`src/rtl/pcie_tx_sym_sched.sv`:
```
// pcie_tx_sym_sched: frames TLP/DLLP bytes into PCIe TX symbols with round-robin arbitration.
// Define PCIE_SKP_INSERT_EN to add periodic SKP ordered-set insertion between packets.
module pcie_tx_sym_sched #(
  parameter int SKP_INTERVAL = 1180,
  parameter int SKP_COUNT    = 3
) (
  input  logic       clock,
  input  logic       reset,
  input  logic       tlp_req,
  input  logic [7:0] tlp_data,
  input  logic       tlp_last,
  output logic       tlp_ack,
  input  logic       dllp_req,
  input  logic [7:0] dllp_data,
  input  logic       dllp_last,
  output logic       dllp_ack,
  output logic [7:0] txdata,
  output logic       txdatak,
  output logic       skp_active
);
  typedef enum logic [2:0] {
    IDLE, FRAME, BODY, CLOSE
`ifdef PCIE_SKP_INSERT_EN
    , SKP_COM, SKP_SYM
`endif
  } state_t;
  state_t state, state_nx;
  logic rr, rr_nx;
  logic gnt, gnt_nx;
  logic [7:0] sym_nx;
  logic symk_nx;
  logic cur_req, cur_last;
  logic [7:0] cur_data;
`ifdef PCIE_SKP_INSERT_EN
  localparam int CW = $clog2(SKP_INTERVAL);
  localparam logic [CW-1:0] SKP_MAX = CW'(SKP_INTERVAL - 1);
  logic [CW-1:0] skp_cnt;
  logic [2:0] skp_idx;
  logic skp_pend, skp_nx;
`endif
  // rr and gnt: 1 selects DLLP, 0 selects TLP
  assign cur_req  = gnt ? dllp_req : tlp_req;
  assign cur_data = gnt ? dllp_data : tlp_data;
  assign cur_last = gnt ? dllp_last : tlp_last;
  always_comb begin
    state_nx = state;
    rr_nx = rr;
    gnt_nx = gnt;
    sym_nx = 8'h00;
    symk_nx = 1'b0;
    tlp_ack = 1'b0;
    dllp_ack = 1'b0;
`ifdef PCIE_SKP_INSERT_EN
    skp_nx = 1'b0;
`endif
    case (state)
      IDLE: begin
`ifdef PCIE_SKP_INSERT_EN
        if (skp_pend) state_nx = SKP_COM;
        else
`endif
        if (tlp_req || dllp_req) begin
          gnt_nx = (tlp_req && dllp_req) ? rr : dllp_req;
          state_nx = FRAME;
        end
      end
      FRAME: begin
        sym_nx = gnt ? 8'h5C : 8'hFB;
        symk_nx = 1'b1;
        state_nx = BODY;
      end
      BODY: begin
        tlp_ack = !gnt && tlp_req;
        dllp_ack = gnt && dllp_req;
        if (cur_req) begin
          sym_nx = cur_data;
          state_nx = cur_last ? CLOSE : BODY;
        end else begin
          sym_nx = 8'hFE;
          symk_nx = 1'b1;
          state_nx = IDLE;
          rr_nx = !rr;
        end
      end
      CLOSE: begin
        sym_nx = 8'hFD;
        symk_nx = 1'b1;
        state_nx = IDLE;
        rr_nx = !rr;
      end
`ifdef PCIE_SKP_INSERT_EN
      SKP_COM: begin
        sym_nx = 8'hBC;
        symk_nx = 1'b1;
        skp_nx = 1'b1;
        state_nx = SKP_SYM;
      end
      SKP_SYM: begin
        sym_nx = 8'h1C;
        symk_nx = 1'b1;
        skp_nx = 1'b1;
        state_nx = (skp_idx == 3'(SKP_COUNT - 1)) ? IDLE : SKP_SYM;
      end
`endif
      default: state_nx = IDLE;
    endcase
  end
  always_ff @(posedge clock or posedge reset) begin
    if (reset) begin
      state <= IDLE;
      rr <= 1'b1;
      gnt <= 1'b0;
      txdata <= 8'h00;
      txdatak <= 1'b0;
    end else begin
      state <= state_nx;
      rr <= rr_nx;
      gnt <= gnt_nx;
      txdata <= sym_nx;
      txdatak <= symk_nx;
    end
  end
`ifdef PCIE_SKP_INSERT_EN
  // counter saturates so a long packet cannot wrap it past the pending point
  always_ff @(posedge clock or posedge reset) begin
    if (reset) begin
      skp_cnt <= '0;
      skp_pend <= 1'b0;
      skp_idx <= 3'd0;
      skp_active <= 1'b0;
    end else begin
      skp_active <= skp_nx;
      skp_idx <= (state == SKP_SYM) ? skp_idx + 3'd1 : 3'd0;
      if (state == SKP_COM) begin
        skp_cnt <= '0;
        skp_pend <= 1'b0;
      end else if (state != SKP_SYM) begin
        skp_cnt <= (skp_cnt == SKP_MAX) ? skp_cnt : skp_cnt + 1'b1;
        if (skp_cnt == SKP_MAX) skp_pend <= 1'b1;
      end
    end
  end
`else
  assign skp_active = (SKP_INTERVAL < 0) && (SKP_COUNT < 0);
`endif
endmodule

```
`config.mk`:
```
export PLATFORM = sky130hd
export DESIGN_NAME = pcie_tx_sym_sched
export DESIGN_NICKNAME = d
export VERILOG_FILES = /design/src/rtl/pcie_tx_sym_sched.sv
export SDC_FILE = /design/constraint.sdc
export NUM_CORES = 1
export LEC_CHECK = 0
export BUFFER_PORTS_ARGS = -buffer_cell sky130_fd_sc_hd__clkbuf_2
export CAP_MARGIN = 0
export CORE_MARGIN = 1
export CORE_UTILIZATION = 46
export CTS_CLUSTER_SIZE = 30
export DETAILED_ROUTE_END_ITERATION = 10
export PLACE_DENSITY_LB_ADDON = 0.15
export SETUP_SLACK_MARGIN = 0.2
export SYNTH_ARGS = -nofsm -noshare
export SYNTH_HDL_FRONTEND = slang
export SYNTH_SLANG_ARGS = --single-unit
```
`constraint.sdc`:
```
create_clock -name clock -period 1.9 [get_ports clock]
set_input_delay 0.38 -clock clock [delete_from_list [all_inputs] [get_ports clock]]
set_output_delay 0.38 -clock clock [all_outputs]
set_load 0.05 [all_outputs]
```
==> impl_metrics.csv <==
group,metric,value,unit
sta,setup_tns,0,ps
sta,timing.final.crit_share,0.886,
status,outcome,"complete, no violations",
floorplanning,initial_core_util,0.507,
min_path,min_path_type,"input port to asynchronous set/reset pin",
sta,finalHoldViolCount,0,
final_layout,design_area,886,um^2
final_layout,final_nets,126,
worst_setup_path,worstSetupStartpoint,"state[0]$_DFFE_PP0P_",
worst_setup_path,endpoint,"tlp_ack",
yosys,postSynthCellCount,71,
floorplanning,ios,34,
grt,grt_pass1_vias,497,
flow_run,cap_violations,0,
worst_setup_path,worstSetupStartpointType,"register",
power_and_ir_drop,peakVddDrop,0.000997,V
worst_setup_path,worstSetupPathType,"register to output port",
worst_setup_path,r2r_setup_slack,510,ps
route,met2_length,624,um
sta,rsz0062_at_grt,"yes",
route,finalWirelength,1370,um
floorplanning,fp.dieW,40.3,um
sta,drv_slew,0,
worst_setup_path,required,1520,ps
worst_setup_path,crit_fanout,5,
cts,cts_tree,"done",
place,place_congestion,0.773,
yosys,synth_nets,93,
worst_setup_path,r2r_cells,4,
place,dp_hpwl,987,um
sta,final-setup-viol-count,0,
grt,gr-usage-all-layers,0.195,
grt,grt_overflow,0,
floorplanning,die_y,40.3,um
cts,cts-root-buf,"clkbuf_4",
grt,grt_max_degree,14,
route,ant_nets,0,
cts,cts.clk_slew.worst_paths,80,ps
route,vias,611,
route,drc,0,
worst_setup_path,endpoint_kind,"output port",
power_and_ir_drop,powerDensity,1880,nW/um^2
worst_setup_path,r2r-start,"gnt$_DFFE_PP0P_",
worst_setup_path,reg2reg_to,"txdata[5]$_DFF_PP0_",
yosys,ys_seq_area_frac,0.483,
yosys,synth_cell_types,26,
cts,cts_sinks,13,
worst_setup_path,critPathArrivalTime,1300,ps
yosys,synth_warnings,0,
final_layout,drive_gt1_frac,0.417,
final_layout,antenna_cells,0,
yosys,synth-seq-cells,13,
grt,grt_pass1_wl,2080,um
cts,numCtsBuffers,3,
cts,clock_path_buffers,2,
route,first_pass_iters,4,
cts,cts_max_level,1,
final_layout,final_cell_mix,"30 x clkbuf_2, 11 x a21oi_1, 11 x dfrtp_1",
final_layout,layout_commonest_cell,"clkbuf_2",
yosys,synthesis.area,676,um^2
cts,cts_setup_buffers,0,
yosys,syn_avg_cell_area,9.52,um^2
cts,clock_latency,270,ps
route,wl_met3,74,um
route,via_per_inst,5.18,
final_layout,fillers,115,
route,wl_met1,651,um
route,drt_iter0_markers,6,
sta,min_period,1680,ps
route,routedWlPerCell,11.6,um
sta,whs,89.2,ps
floorplanning,core.rowCount,13,
floorplanning,core-area,1330,um^2
place,dpl_cell_area,842,um^2
place,portBuffers,32,
sta,finClkSkew,6.82,ps
route,highest_layer,"met4",
floorplanning,die_area,1630,um^2
final_layout,area_delta_synth_final,31.1,%
sta,fmax,0.594,GHz
power_and_ir_drop,power.leakage,0.450,nW
grt,antenna_found_initial,0,
[flip-flops by register name, summed over array words and instances, names as in the netlist]
signal,cells
txdatak,1
state,2
txdata,8
rr,1
gnt,1
[Yosys cell counts]
master / count / area [um^2]
dfrtp_1: 12 / 300
o21bai_1: 2 / 15.0
mux2i_1: 3 / 30.0
nand2_1: 4 / 15.0
inv_1: 3 / 11.3
buf_6: 1 / 11.3
conb_1: 1 / 3.75
nor3b_1: 1 / 7.51
buf_2: 4 / 20.0
buf_4: 2 / 15.0
nand3_1: 1 / 5.00
a31oi_1: 3 / 18.8
mux2i_2: 1 / 13.8
nand3b_1: 1 / 7.51
or2b_1: 1 / 7.51
a21oi_1: 11 / 55.1
o31a_1: 1 / 8.76
xnor2_1: 1 / 8.76
and3_1: 1 / 6.26
o21ai_0: 6 / 30.0
nor2_1: 4 / 15.0
o21ai_1: 1 / 5.00
dfstp_2: 1 / 26.3
nor2b_1: 1 / 6.26
or3b_1: 3 / 26.3
nand2b_1: 1 / 6.26
[cell families (layout without fill, tap and decap cells)]
logic type      after synthesis  after routing  synth area share
other cells                   1              1           0.00555
compound gates               24             24             0.196
flops                        13             13             0.483
simple gates                 18             18             0.152
buf+inv                      10             42            0.0852
mux                           4              4            0.0648
xor+xnor                      1              1            0.0130
[repair_timing]
action	CTS	global route
gates resized for setup	4	2
hold buffers	0	0
pin swaps	1	0
setup endpoints to repair	2	2
[stage by stage]
stage / utilization / instances / power [W] / setup slack (ps)
after floorplan: - / 71 / 0.00128 / 191
after detailed placement: 0.631 / 114 / 0.00147 / 375
after CTS: 0.662 / 118 / 0.00166 / 201
final: 0.664 / 118 / 0.00166 / 216
after global placement: 0.631 / 114 / 0.00146 / 382
after global routing: 0.664 / 118 / 0.00178 / 176
[cell type report]
type                       instances  area, um^2  share of cell area
sequential                        13         328               0.370
tap                               15        18.8              0.0212
inverter                           3        11.3              0.0127
timing repair buffer              35         195               0.220
clock buffer                       4        26.3              0.0297
multi-input combinational         48         307               0.346
[metal layers]
layer / vias up / track usage
met4: 0 / 0.0500
met2: 22 / 0.306
met5: - / 0
li1: 304 / -
met3: 2 / 0.0667
met1: 283 / 0.255
[how the worst min path moves through the flow]
| stage | endpoint | slack (ps) | from |
|---|---|---|---|
| finish | txdata[4]$_DFF_PP0_ | 90 | reset |
| global route | txdata[4]$_DFF_PP0_ | 140 | reset |
| detailed placement | txdata[5]$_DFF_PP0_ | 400 | reset |
| CTS | txdata[3]$_DFF_PP0_ | 110 | reset |
| global placement | txdatak$_DFF_PP0_ | 390 | reset |
| floorplan | gnt$_DFFE_PP0P_ | 260 | reset |
[where the power goes]
group | leakage (nW) | internal, W | total, W | switching, W
Sequential | 0.154 | 0.000427 | 0.000494 | 0.0000665
Clock | 0.0150 | 0.0000813 | 0.000167 | 0.0000853
Combinational | 0.280 | 0.000312 | 0.00100 | 0.000688
Total | 0.450 | 0.000821 | 0.00166 | 0.000840
[worst max-delay path, cell delays in order (launching register included)]
cell	delay, ps
dfrtp_1	380
or2b_4	280
nor3b_4	200
buf_8	170
No activity file was read; power rests on OpenSTA's default activity.
